--- src/rtl/cee_burst_sequencer.sv ---
// Burst controller for the channel estimator/equalizer: clears it, streams CE and data
// symbols in, waits for the equalized buffer, then drains it through a small output FIFO.
//   state | meaning
//   CLEAR | hold cee_tx_done for CLR_CYCLES cycles
//   IDLE  | ready for word 0 of the next burst
//   LOAD  | write CE (gap-free) and data (gaps allowed) words
//   WAIT  | wait for cee_out_full, bounded by TIMEOUT cycles
//   READ  | issue read pointers and stream OUT_N equalized words
module cee_burst_sequencer #(
  parameter int ACTIVE_SUBCARR = 28,
  parameter int CEST_NUM       = 4,
  parameter int SYMBOL_NUM     = 8,
  parameter int READ_LAT       = 3,
  parameter int CLR_CYCLES     = 2,
  parameter int TIMEOUT        = 1023
) (
  input  logic        clk,
  input  logic        rst,
  input  logic [15:0] s_din,
  input  logic        s_valid,
  output logic        s_ready,
  output logic [15:0] cee_din,
  output logic        cee_wren,
  output logic        cee_tx_done,
  output logic [7:0]  cee_read_ptr,
  input  logic [15:0] cee_dout,
  input  logic        cee_out_full,
  output logic [15:0] m_dout,
  output logic        m_valid,
  input  logic        m_ready,
  output logic        m_last,
  output logic        busy,
  output logic        err
);

  localparam logic [8:0] LOAD_N     = 9'((CEST_NUM + SYMBOL_NUM) * ACTIVE_SUBCARR);
  localparam logic [8:0] LOAD_LAST  = 9'((CEST_NUM + SYMBOL_NUM) * ACTIVE_SUBCARR - 1);
  localparam logic [8:0] CE_N       = 9'(CEST_NUM * ACTIVE_SUBCARR);
  localparam logic [7:0] OUT_LAST   = 8'(SYMBOL_NUM * ACTIVE_SUBCARR - 1);
  localparam logic [9:0] WAIT_INIT  = 10'(TIMEOUT - 1);
  localparam logic [3:0] CLR_INIT   = 4'(CLR_CYCLES - 1);
  localparam int         FIFO_DEPTH = READ_LAT + 1;
  localparam int         PW         = $clog2(FIFO_DEPTH);
  localparam logic [PW-1:0] PTR_LAST = PW'(FIFO_DEPTH - 1);
  localparam logic [PW+1:0] OCC_MAX  = (PW+2)'(FIFO_DEPTH);

  typedef enum logic [2:0] {
    ST_CLEAR,
    ST_IDLE,
    ST_LOAD,
    ST_WAIT,
    ST_READ
  } state_t;

  state_t state_q, state_d;

  logic [3:0]          clr_cnt_q;
  logic [8:0]          load_cnt_q;
  logic [9:0]          wait_cnt_q;
  logic [7:0]          read_ptr_q;
  logic                issue_done_q;
  logic [7:0]          out_cnt_q;
  logic [READ_LAT-1:0] inflight_q;
  logic [15:0]         fifo_mem [FIFO_DEPTH];
  logic [PW-1:0]       wr_q, rd_q;
  logic [PW:0]         fifo_cnt_q;

  logic          accept, pop, push, issue, err_set;
  logic [PW:0]   inflight_cnt;
  logic [PW+1:0] occ_after_pop;

  assign accept       = s_valid & s_ready;
  assign m_valid      = (fifo_cnt_q != '0);
  assign m_dout       = fifo_mem[rd_q];
  assign m_last       = m_valid && (out_cnt_q == OUT_LAST);
  assign pop          = m_valid & m_ready;
  assign push         = inflight_q[READ_LAT-1];
  assign busy         = (state_q != ST_IDLE);
  assign cee_tx_done  = (state_q == ST_CLEAR);
  assign cee_read_ptr = read_ptr_q;

  // The word leaving this cycle frees its slot, so a full pipe can still issue
  // while the consumer pops; that is what sustains one word per cycle.
  always_comb begin
    inflight_cnt = '0;
    for (int i = 0; i < READ_LAT; i++)
      inflight_cnt = inflight_cnt + (PW+1)'(inflight_q[i]);
    occ_after_pop = (PW+2)'(fifo_cnt_q) + (PW+2)'(inflight_cnt) - (PW+2)'(pop);
  end

  always_comb begin
    state_d = state_q;
    s_ready = 1'b0;
    issue   = 1'b0;
    err_set = 1'b0;
    case (state_q)
      ST_CLEAR: if (clr_cnt_q == '0) state_d = ST_IDLE;
      ST_IDLE: begin
        s_ready = 1'b1;
        if (s_valid) state_d = ST_LOAD;
      end
      ST_LOAD: begin
        s_ready = 1'b1;
        if (!s_valid && load_cnt_q < CE_N) begin
          err_set = 1'b1;
          state_d = ST_CLEAR;
        end else if (s_valid && load_cnt_q == LOAD_LAST) begin
          state_d = ST_WAIT;
        end
      end
      ST_WAIT: begin
        if (cee_out_full) begin
          state_d = ST_READ;
        end else if (wait_cnt_q == '0) begin
          err_set = 1'b1;
          state_d = ST_CLEAR;
        end
      end
      ST_READ: begin
        issue = !issue_done_q && (occ_after_pop < OCC_MAX);
        if (pop && out_cnt_q == OUT_LAST) state_d = ST_CLEAR;
      end
      default: state_d = ST_CLEAR;
    endcase
  end

  always_ff @(posedge clk) begin
    if (push) fifo_mem[wr_q] <= cee_dout;
  end

  always_ff @(posedge clk) begin
    if (rst) begin
      state_q      <= ST_CLEAR;
      clr_cnt_q    <= CLR_INIT;
      load_cnt_q   <= '0;
      wait_cnt_q   <= WAIT_INIT;
      read_ptr_q   <= '0;
      issue_done_q <= 1'b0;
      out_cnt_q    <= '0;
      inflight_q   <= '0;
      wr_q         <= '0;
      rd_q         <= '0;
      fifo_cnt_q   <= '0;
      cee_wren     <= 1'b0;
      cee_din      <= '0;
      err          <= 1'b0;
    end else begin
      state_q  <= state_d;
      err      <= err_set;
      cee_wren <= accept;
      if (accept) cee_din <= s_din;

      if (state_d == ST_CLEAR && state_q != ST_CLEAR) clr_cnt_q <= CLR_INIT;
      else if (state_q == ST_CLEAR && clr_cnt_q != '0) clr_cnt_q <= clr_cnt_q - 4'd1;

      if (state_q == ST_CLEAR) load_cnt_q <= '0;
      else if (accept && load_cnt_q != LOAD_N) load_cnt_q <= load_cnt_q + 9'd1;

      if (state_q != ST_WAIT) wait_cnt_q <= WAIT_INIT;
      else if (wait_cnt_q != '0) wait_cnt_q <= wait_cnt_q - 10'd1;

      if (state_q != ST_READ) begin
        read_ptr_q   <= '0;
        issue_done_q <= 1'b0;
        out_cnt_q    <= '0;
        inflight_q   <= '0;
        wr_q         <= '0;
        rd_q         <= '0;
        fifo_cnt_q   <= '0;
      end else begin
        inflight_q <= {inflight_q[READ_LAT-2:0], issue};
        if (issue) begin
          if (read_ptr_q == OUT_LAST) issue_done_q <= 1'b1;
          else read_ptr_q <= read_ptr_q + 8'd1;
        end
        if (push) wr_q <= (wr_q == PTR_LAST) ? '0 : wr_q + PW'(1);
        if (pop) begin
          rd_q      <= (rd_q == PTR_LAST) ? '0 : rd_q + PW'(1);
          out_cnt_q <= out_cnt_q + 8'd1;
        end
        if (push && !pop) fifo_cnt_q <= fifo_cnt_q + (PW+1)'(1);
        else if (!push && pop) fifo_cnt_q <= fifo_cnt_q - (PW+1)'(1);
      end
    end
  end

endmodule
--- config.mk ---
export PLATFORM = sky130hd
export DESIGN_NAME = cee_burst_sequencer
export DESIGN_NICKNAME = d
export VERILOG_FILES = /design/src/rtl/cee_burst_sequencer.sv
export SDC_FILE = /design/constraint.sdc
export NUM_CORES = 1
export LEC_CHECK = 0
export BUFFER_PORTS_ARGS = -buffer_cell sky130_fd_sc_hd__buf_4
export CELL_PAD_IN_SITES_DETAIL_PLACEMENT = 1
export CELL_PAD_IN_SITES_GLOBAL_PLACEMENT = 1
export CORE_UTILIZATION = 35
export CTS_CLUSTER_SIZE = 40
export DETAILED_ROUTE_END_ITERATION = 8
export PLACE_DENSITY_LB_ADDON = 0.1
export SLEW_MARGIN = 20
export SYNTH_ARGS = -nofsm -noshare
export SYNTH_HDL_FRONTEND = slang
export SYNTH_SLANG_ARGS = --single-unit
--- constraint.sdc ---
create_clock -name clk -period 3.1 [get_ports clk]
set_input_delay 0.31 -clock clk [delete_from_list [all_inputs] [get_ports clk]]
set_output_delay 0.31 -clock clk [all_outputs]
set_load 0.01 [all_outputs]
==> summary.md, run 1 <==
| Metric | Value |
|---|---|
| Status | finished clean |
| Cell Chain, Critical Path | o31ai_2 -> clkinv_2 -> ha_1 -> inv_1 -> ha_1 -> ha_1 -> or3_1 -> a211o_4 -> nor4_2 -> a211o_1 -> nand2_1 |
| Post CTS Setup Buffer Count | 0 |
| Post-Synthesis Cells | 483 |
| Total GRT Usage | 0.163 |
| Crit path max-delay family | compound AO/OA/AOI/OAI gates |
| Ranking of synthesized cells by area | edfxtp_1 34%, dfxtp_1 26%, mux4_2 6.3% |
| Total congestion overflow | 0 |
| Worst Setup End Kind | register |
| Yosys warning count | 0 |
| Worst Path Buf+Inv | 2 |
| Synthesized area per cell | 11.8 sq um |
| N_diodes | 0 |
| Post-synth design cell area | 5700 sq um |
| CTS resizes | 0 |
| Tot Pwr | 4.55 mW |
| IO Count | 84 |
| RSZ-0062 raised after global routing | true |
| Clk sink count | 137 |
| Hpwl dp | 8600 microns |
| Min-delay worst type | input port to register |
| Worst-path maximum fanout | 8 |
| CTS HTree Levels | 4 |
| Non-Filler Instances | 803 |
| Worst EP arrival | 3.23 ns |
| Top FF cell, synth | dfxtp_1 |
| Layout fillers | 1741 |
| Worst path most repeated cell | ha_1 |
| Final Hold Vio Count | 0 |
| Dpl cells | 771 |
| Global-route wire length before repair | 20600 microns |
| Register area share after synthesis | 0.594 |
| Fmax | 0.343 GHz |
| Syn-to-layout area delta | 26.4% |
| WL final | 12600 microns |
| Post-synth cell types | 48 |
| Drt initial violations | 120 |
| Vias | 3918 |
| Worst r2r src | fifo_cnt_q[2] |
| Post-DR vias/cell | 4.88 |
| Pleak | 2.59 nW |
| Wirelength per Cell | 15.7 microns |
| Most frequent cells in the layout | 88 x buf_4, 73 x dfxtp_1, 64 x edfxtp_1 |
| PwrDens | 631 nW/um^2 |
| Cell taking the most area after synthesis | edfxtp_1 |
| Min cycle time layout | 2.92 ns |
| Crit start category | register |
| Crit-path max cell delay | 0.43 ns |
| Slew Limit Fails | 0 |
| Rows | 46 |
| Clk buf depth | 2 |
| CTS tree | yes |
| Slew @ Worst Pin | 0.940 ns |
| Initial antenna violation count | 0 |
| Final-stage net count | 630 |
| Die area | 16800 sq um |
| Hold_buf cts | 0 |
| Clk root buf | clkbuf_16 |
| Num CTS Buffers | 17 |
| Crit path from | fifo_cnt_q[2] |
| Yosys top cell area share | 0.337 |
| VDD IR max | 0.000355 V |
| Area of the multi-input gates | 2160 sq um |
| CTS clk-pin slew, worst paths | 0.06 ns |
| Port Buffer Count | 83 |
| Final instance area | 7210 sq um |
| Largest net degree at the start of global routing | 27 |
| Core ar. | 15900 sq um |
| Asr flop ratio synth | 0 |
| Placer Congestion | 0.742 |
| Chip width | 130 microns |
| First-pass DRT Iterations | 4 |
| Number of global-route vias before repair | 4061 |
| Skew-Pair Late Insertion Delay | 0.42 ns |
| CP required | 3.41 ns |
| FF/Latch Area | 3380 sq um |
| Reg2reg setup slack | 0.18 ns |
| Detail Route Antenna Nets | 0 |
| Critical path type | register to register |
| DIE HEIGHT | 130 microns |
| Leading cell type in the layout, fill and taps excluded | buf_4 |
| Total nets after synthesis | 539 |
| Final Skew | 0.00884 ns |
| Setup Viol. Count Final | 0 |
| Period utilization | 0.940 |
| Placed cell area | 6560 sq um |
| # Max-Cap Violations | 0 |
| Slowest cell on the critical path | nor4_2 |
| Synth Register Bits | 137 |
| DRC Markers | 0 |
| Initial Util | 0.359 |
| Rel. slew slack | 0.373 |
| Core Util, Final | 0.454 |
| Hold_sp | cee_dout[11] |
| Layout cells sized above 1 | 0.249 |
| Post-synth EDFFs | 64 |
## kinds of logic (layout without fill, tap and decap cells)
group | after synthesis | count (layout) | synth area share
and+or+nand+nor | 185 | 185 | 0.162
DFF | 137 | 137 | 0.594
AOI/OAI and AO/OA | 53 | 53 | 0.0579
buffers and inverters | 41 | 145 | 0.0290
xor gates and xnor gates | 26 | 26 | 0.0399
muxes | 22 | 22 | 0.0738
adders and majority gates | 19 | 19 | 0.0443
## cells in the mapped netlist, types with 5 or more instances
master	number
a21oi_1	29
and2_1	5
clkbuf_1	12
dfxtp_1	73
edfxtp_1	64
ha_1	17
inv_1	24
mux2i_1	6
mux4_2	16
nand2_1	58
nand3_1	14
nand4_1	13
nor2_1	40
nor3_1	16
nor4_1	5
o21ai_0	9
or3_1	8
xnor2_1	12
xor2_1	14
## cell type report
class / instances / area share
tap: 216 / 0.0375
multi-input combinational: 305 / 0.300
inverter: 25 / 0.0132
sequential: 137 / 0.469
timing repair buffer: 88 / 0.0917
clock inverter: 15 / 0.0297
clock buffer: 17 / 0.0590
## stage by stage
stage / setup TNS [ns] / hold WS (ns) / setup slack, ns
4_1_cts: 0 / 0.0715 / 0.0772
6_report: 0 / 0.0912 / 0.185
2_1_floorplan: 0 / 0.409 / 0.0790
5_1_grt: -0.239 / 0.0730 / -0.0817
3_3_place_gp: 0 / 0.438 / 0.183
3_5_place_dp: 0 / 0.443 / 0.102
## routing by layer
layer | vias to the layer above | GRT usage | routed length (microns)
li1 | 1923 | - | -
met1 | 1916 | 0.200 | 5720
met2 | 64 | 0.271 | 6280
met3 | 15 | 0.0438 | 418
met4 | 0 | 0.0718 | 203
met5 | - | 0 | 0
## power by group
group / total [mW] / internal, mW / switching [mW] / leakage, nW
Sequential: 1.99 / 1.94 / 0.0469 / 1.16
Clock: 2.18 / 1.36 / 0.811 / 0.306
Combinational: 0.389 / 0.178 / 0.211 / 1.12
Total: 4.55 / 3.48 / 1.07 / 2.59
## registers in the layout, indices dropped and copies added, names as in the netlist, 2 cells and up, named ones only
name / count
out_cnt_q: 8
inflight_q: 3
wait_cnt_q: 10
cee_din: 16
wr_q: 2
fifo_mem: 64
state_q: 3
load_cnt_q: 9
cee_read_ptr: 8
rd_q: 2
fifo_cnt_q: 3
clr_cnt_q: 4
## worst reg2reg max path, delay by kind of cell (launching register included)
family	cells	cell delay (ns)
adder cells (fa/ha/maj)	3	0.58
flip-flops	1	0.35
AND/OR/NAND/NOR	3	0.81
buffers and inverters	2	0.15
AO/OA/AOI/OAI	3	0.91
## path summary, 6_finish.rpt
path                endpoint  cells after the start
max          cee_read_ptr[5]                     11
min          fifo_mem[0][11]                      1
max reg2reg  cee_read_ptr[5]                     11
min reg2reg    inflight_q[2]                      2
Note: power is estimated with default switching activity, not from simulation.
==> run 2, diff against run 1 <==
==> constraint.sdc (replaced) <==
create_clock -name clk -period 3.28 [get_ports clk]
set_input_delay 0.328 -clock clk [delete_from_list [all_inputs] [get_ports clk]]
set_output_delay 0.328 -clock clk [all_outputs]
set_load 0.01 [all_outputs]
==> summary.md, run 2 (synthesis gave the netlist of run 1 again) <==
| Metric | Value |
|---|---|
| Total negative slack | 0 ns (unchanged) |
| N_diodes | 0 (unchanged) |
| Post CTS Setup Buffer Count | 0 (unchanged) |
| DIE HEIGHT | 130 microns (unchanged) |
| Rel. slew slack | 0.380 (+0.00737) |
| VDD IR max | 0.000399 V (+12%) |
| Core ar. | 15900 sq um (unchanged) |
| PwrDens | 589 nW/um^2 (-6.6%) |
| Worst-path maximum fanout | 8 (unchanged) |
| Placement Setup Slack | 0.248 ns (+0.146 ns) |
| Slew @ Worst Pin | 0.929 ns (-0.0111 ns) |
| Syn-to-layout area delta | 25.9% |
| Placer Congestion | 0.721 (-2.9%) |
| Number of global-route vias before repair | 3992 (-1.7%) |
| DRC Markers | 0 (unchanged) |
| CP required | 3.64 ns (+0.23 ns) |
| Worst r2r src | fifo_cnt_q[2] |
| Status | finished clean |
| CTS clk-pin slew, worst paths | 0.06 ns (about the same) |
| IO Count | 84 (unchanged) |
| Top reg by flops | fifo_mem |
| First-pass DRT Iterations | 4 (unchanged) |
| CTS resizes | 0 (unchanged) |
| Initial antenna violation count | 0 (unchanged) |
| Fmax | 0.327 GHz (-4.6%) |
| RSZ-0062 raised after global routing | false |
| Hpwl dp | 8590 microns (-0.14%) |
| Drt initial violations | 132 (+10%) |
| Pleak | 2.57 nW (-0.95%) |
| Layout cells sized above 1 | 0.245 (-0.00341) |
| Final instance area | 7180 sq um (-0.45%) |
| Final Skew | 0.00982 ns (+0.000973 ns) |
| Clk buf depth | 2 (unchanged) |
| Die area | 16800 sq um (unchanged) |
| Slew Limit Fails | 0 (unchanged) |
| Worst EP arrival | 3.42 ns (+0.19 ns) |
| Min-delay worst type | input port to register |
| Skew-Pair Late Insertion Delay | 0.42 ns (about the same) |
| Max FFs per register | 64 (unchanged) |
| Post-DR vias/cell | 4.91 (+0.64%) |
| Total GRT Usage | 0.160 (-0.00363) |
| Global-route wire length before repair | 20300 microns (-1.7%) |
| CTS tree | yes |
| Clk sink count | 137 (unchanged) |
| Final-stage net count | 630 (unchanged) |
| Worst Hold Slack | 0.108 ns (+0.0167 ns) |
| Dpl cells | 771 (unchanged) |
| CTS HTree Levels | 4 (unchanged) |
| Reg2reg path depth | 11 (unchanged) |
| Final Hold Vio Count | 0 (unchanged) |
| Period utilization | 0.932 (-0.00856) |
| Reg2Reg Capture Point | cee_read_ptr[5] |
| Detail Route Antenna Nets | 0 (unchanged) |
| Crit start category | register |
| Non-Filler Instances | 803 (unchanged) |
| Critical path type | register to register |
| Hold_buf cts | 0 (unchanged) |
| Worst Setup End Kind | register |
| Clk root buf | clkbuf_16 |
| Vias | 3943 (+0.64%) |
| Setup WS post-layout | 0.224 ns (+0.0388 ns) |
| Most frequent cells in the layout | 88 x buf_4, 73 x dfxtp_1, 64 x edfxtp_1 |
| WHS Endpoint | fifo_mem[0][6] |
| Hold_sp | cee_dout[6] |
| Largest registers | fifo_mem: 64 flops, cee_din: 16 flops, wait_cnt_q: 10 flops |
| WL final | 12600 microns (+0.16%) |
| Wirelength per Cell | 15.7 microns (+0.16%) |
| Reg2reg setup slack | 0.22 ns (+0.04 ns) |
| Total congestion overflow | 0 (unchanged) |
| Min cycle time layout | 3.06 ns (+0.141 ns) |
| Port Buffer Count | 83 (unchanged) |
| # Max-Cap Violations | 0 (unchanged) |
| Chip width | 130 microns (unchanged) |
| Rows | 46 (unchanged) |
| Num CTS Buffers | 17 (unchanged) |
| WHS Path Cells | 1 (unchanged) |
| Largest net degree at the start of global routing | 27 (unchanged) |
| Placed cell area | 6560 sq um (about the same) |
| Initial Util | 0.359 (unchanged) |
| Setup Viol. Count Final | 0 (unchanged) |
| Leading cell type in the layout, fill and taps excluded | buf_4 |
[run 2: final cells by class]
type                    count  area (sq um)
clock buffers              17           425
clock inverters            15           190
fillers                  1755          8710
inverters                  25          93.8
multi-input cells         305          2150
flip-flops and latches    137          3380
well taps                 216           270
repair buffers             88           661
[run 2: report_power, final]
group	switching [mW]	total [mW]	internal (mW)
logic	0.198	0.367	0.169
clock network	0.774	1.99	1.21
registers	0.0432	1.88	1.83
total	1.01	4.23	3.21
[run 2: worst max-delay path: stages, from the launching register on]
cell      delay [ns]
dfxtp_1         0.35
o31ai_2         0.30
clkinv_1        0.15
ha_1            0.30
inv_1           0.05
fa_1            0.36
ha_1            0.28
a31oi_1         0.09
xnor2_1         0.58
nor4_2          0.17
a211o_1         0.33
nand2_1         0.06
[run 2: how the worst max path moves through the flow]
stage                      endpoint  cells past startpoint          start
finish              cee_read_ptr[5]                     11  fifo_cnt_q[2]
floorplan           cee_read_ptr[3]                     11  fifo_cnt_q[0]
global placement    cee_read_ptr[3]                     11  fifo_cnt_q[2]
CTS                 cee_read_ptr[5]                     11  fifo_cnt_q[2]
global route        cee_read_ptr[6]                     11  fifo_cnt_q[2]
detailed placement  cee_read_ptr[5]                     11  fifo_cnt_q[2]
[run 2: metal layers]
metal / vias to the layer above / part of all wire / GRT usage
met4: 0 / 0.015 / 0.0677
met1: 1939 / 0.45 / 0.200
met2: 60 / 0.50 / 0.263
met3: 15 / 0.036 / 0.0392
met5: - / 0 / 0
li1: 1929 / - / -
[run 2: per-stage QoR]
stage               total power [mW]  utilization
detailed placement              2.29        0.413
finish                          4.23        0.452
floorplan                       2.13            -
CTS                             4.29        0.452
global route                    4.42        0.452
global placement                2.27        0.413
==> run 3, diff against run 2 <==
--- a/config.mk
+++ b/config.mk
@@ -8,7 +8,7 @@
 export BUFFER_PORTS_ARGS = -buffer_cell sky130_fd_sc_hd__buf_4
 export CELL_PAD_IN_SITES_DETAIL_PLACEMENT = 1
 export CELL_PAD_IN_SITES_GLOBAL_PLACEMENT = 1
-export CORE_UTILIZATION = 35
+export CORE_UTILIZATION = 45
 export CTS_CLUSTER_SIZE = 40
 export DETAILED_ROUTE_END_ITERATION = 8
 export PLACE_DENSITY_LB_ADDON = 0.1
==> summary.md, run 3 (synthesis gave the netlist of run 1 again) <==
| Metric | Value |
|---|---|
| Initial Util | 0.469 (+0.110) |
| Initial antenna violation count | 0 (unchanged) |
| Post-DR vias/cell | 5.21 (+6.2%) |
| Layout fillers | 1280 (-27%) |
| Max FFs per register | 64 (unchanged) |
| VDD IR max | 0.000301 V (-25%) |
| Critical path type | register to register |
| Area of the multi-input gates | 2160 sq um (+0.35%) |
| Most frequent cells in the layout | 87 x buf_4, 73 x dfxtp_1, 64 x edfxtp_1 |
| Detail Route Antenna Nets | 0 (unchanged) |
| Top reg by flops | fifo_mem |
| Crit path max-delay family | adder cells |
| Largest registers | fifo_mem: 64 flops, cee_din: 16 flops, wait_cnt_q: 10 flops |
| Final Skew | 0.0142 ns (+0.00436 ns) |
| Final instance area | 7130 sq um (-0.63%) |
| FF/Latch Area | 3380 sq um (unchanged) |
| Syn-to-layout area delta | 25.1% |
| IO Count | 84 (unchanged) |
| Placed cell area | 6490 sq um (-1.0%) |
| Hpwl dp | 8460 microns (-1.6%) |
| Met3 Use GR | 0.0540 (+0.0148) |
| Fmax | 0.330 GHz (+0.73%) |
| WP depth | 11 (unchanged) |
| Slowest cell on the critical path | nor3_1 |
| WL final | 12400 microns (-2.0%) |
| Crit start category | register |
| Worst path most repeated cell | ha_1 |
| First-pass DRT Iterations | 4 (unchanged) |
| WHS Endpoint | fifo_mem[2][6] |
| Wirelength per Cell | 16.4 microns (+4.4%) |
| Setup Viol. Count Final | 0 (unchanged) |
| Global-route wire length before repair | 19900 microns (-1.7%) |
| Core ar. | 12200 sq um (-23%) |
| Final-stage net count | 629 (-0.16%) |
| Reg2reg setup slack | 0.25 ns (+0.02 ns) |
| Leading cell type in the layout, fill and taps excluded | buf_4 |
| Reg2Reg Capture Point | cee_read_ptr[0] |
| DRC Markers | 0 (unchanged) |
| Period utilization | 0.925 (-0.00674) |
| Met2 usage | 0.367 (+0.105) |
| CP required | 3.56 ns (-0.08 ns) |
| Worst-path maximum fanout | 8 (unchanged) |
| Min-delay worst type | input port to register |
| Final Hold Vio Count | 0 (unchanged) |
| Num CTS Buffers | 17 (unchanged) |
| Clk root buf | clkbuf_16 |
| Slew Limit Fails | 0 (unchanged) |
| Worst Path Buf+Inv | 2 (unchanged) |
| Die area | 13100 sq um (-22%) |
| Rel. slew slack | 0.412 (+0.0313) |
| Cell Chain, Critical Path | o31ai_2 -> clkinv_1 -> ha_1 -> inv_1 -> fa_1 -> ha_1 -> a31oi_1 -> xnor2_2 -> nor3_1 -> xnor2_1 -> nor2_1 |
| Pleak | 2.56 nW (about the same) |
| CTS HTree Levels | 4 (unchanged) |
| CTS tree | yes |
| Met1 usage | 0.227 (+0.0275) |
| Largest net degree at the start of global routing | 27 (unchanged) |
| N_diodes | 0 (unchanged) |
| Clk buf depth | 2 (unchanged) |
| PwrDens | 596 nW/um^2 (+1.0%) |
| Tot Pwr | 4.25 mW (+0.40%) |
| Crit-path max cell delay | 0.44 ns (-0.14 ns) |
| Placer Congestion | 0.781 (+8.4%) |
| Skew-Pair Late Insertion Delay | 0.42 ns (about the same) |
| Status | finished clean |
| Clk sink count | 137 (unchanged) |
| WHS Path Cells | 1 (unchanged) |
| Hold_sp | cee_dout[6] |
| Vias | 3931 (-0.30%) |
| Port Buffer Count | 83 (unchanged) |
| Worst r2r src | fifo_cnt_q[0] |
| Post CTS Setup Buffer Count | 0 (unchanged) |
| Chip width | 115 microns (-12%) |
| Worst Hold Slack | 0.112 ns (+0.00441 ns) |
| CTS clk-pin slew, worst paths | 0.06 ns (about the same) |
| Min cycle time layout | 3.03 ns (-0.0221 ns) |
| Slew @ Worst Pin | 0.883 ns (-0.0469 ns) |
| Total negative slack | 0 ns (unchanged) |
| Drt initial violations | 219 (+66%) |
| Worst Setup End Kind | register |
| Worst EP arrival | 3.32 ns (-0.10 ns) |
| DIE HEIGHT | 115 microns (-12%) |
| Grt peak-use layer | met2 |
| Number of global-route vias before repair | 3988 (-0.10%) |
| # Max-Cap Violations | 0 (unchanged) |
| Layout cells sized above 1 | 0.242 (-0.00299) |
| RSZ-0062 raised after global routing | false |
| Total congestion overflow | 0 (unchanged) |
| Total GRT Usage | 0.201 (+0.0419) |
| Reg2reg path depth | 11 (unchanged) |
| Rows | 40 (-13%) |
[run 3: changes by cell type in the layout (fill, tap and decap cells not counted), sizes merged]
cell | before | now
bufinv | 3 | 4
clkbuf | 17 | 21
buf | 88 | 87
clkinvlp | 2 | 5
clkinv | 5 | 3
inv | 30 | 24
[run 3: timing repair]
item	in CTS	in global routing
setup endpoints to repair	0	2
gates resized for setup	0	1
hold buffers	0	0
[run 3: layer usage]
metal  share of wire  wire [microns]
met1            0.42            5250
met2            0.53            6620
met3           0.032             399
met4          0.0098             121
met5               0               0
[run 3: cell type report]
type,count,area share
sequential,137,0.474
multi-input combinational,305,0.303
timing repair buffer,87,0.0916
clock buffer,21,0.0646
tap,168,0.0295
clock inverter,11,0.0239
inverter,25,0.0132
[run 3: worst reg2reg max path: cells and delay by family (launching register included)]
family | cells | cell delay, ns
adder cells (fa/ha/maj) | 3 | 0.95
AO/OA/AOI/OAI | 2 | 0.53
XOR/XNOR | 2 | 0.36
flip-flops | 1 | 0.39
AND/OR/NAND/NOR | 2 | 0.49
buffers and inverters | 2 | 0.19
[run 3: how the worst max path moves through the flow]
stage	from	slack [ns]	end
6_report	fifo_cnt_q[0]	0.25	cee_read_ptr[0]
5_1_grt	fifo_cnt_q[0]	0.004	cee_read_ptr[3]
4_1_cts	fifo_cnt_q[0]	0.16	cee_read_ptr[3]
3_5_place_dp	fifo_cnt_q[0]	0.19	cee_read_ptr[5]
3_3_place_gp	fifo_cnt_q[0]	0.34	cee_read_ptr[3]
2_1_floorplan	fifo_cnt_q[0]	0.17	cee_read_ptr[3]
[run 3: where the power goes]
| group | internal, mW | switching, mW | total (mW) |
|---|---|---|---|
| Sequential | 1.83 | 0.0427 | 1.88 |
| Clock | 1.31 | 0.694 | 2.00 |
| Combinational | 0.168 | 0.198 | 0.366 |
| Total | 3.31 | 0.934 | 4.25 |
[run 3: through the flow]
| stage | cells | setup slack, ns | util |
|---|---|---|---|
| detailed placement | 722 | 0.192 | 0.534 |
| global route | 754 | 0.00373 | 0.586 |
| global placement | 722 | 0.342 | 0.534 |
| CTS | 754 | 0.158 | 0.586 |
| finish | 754 | 0.246 | 0.586 |
| floorplan | 483 | 0.173 | - |
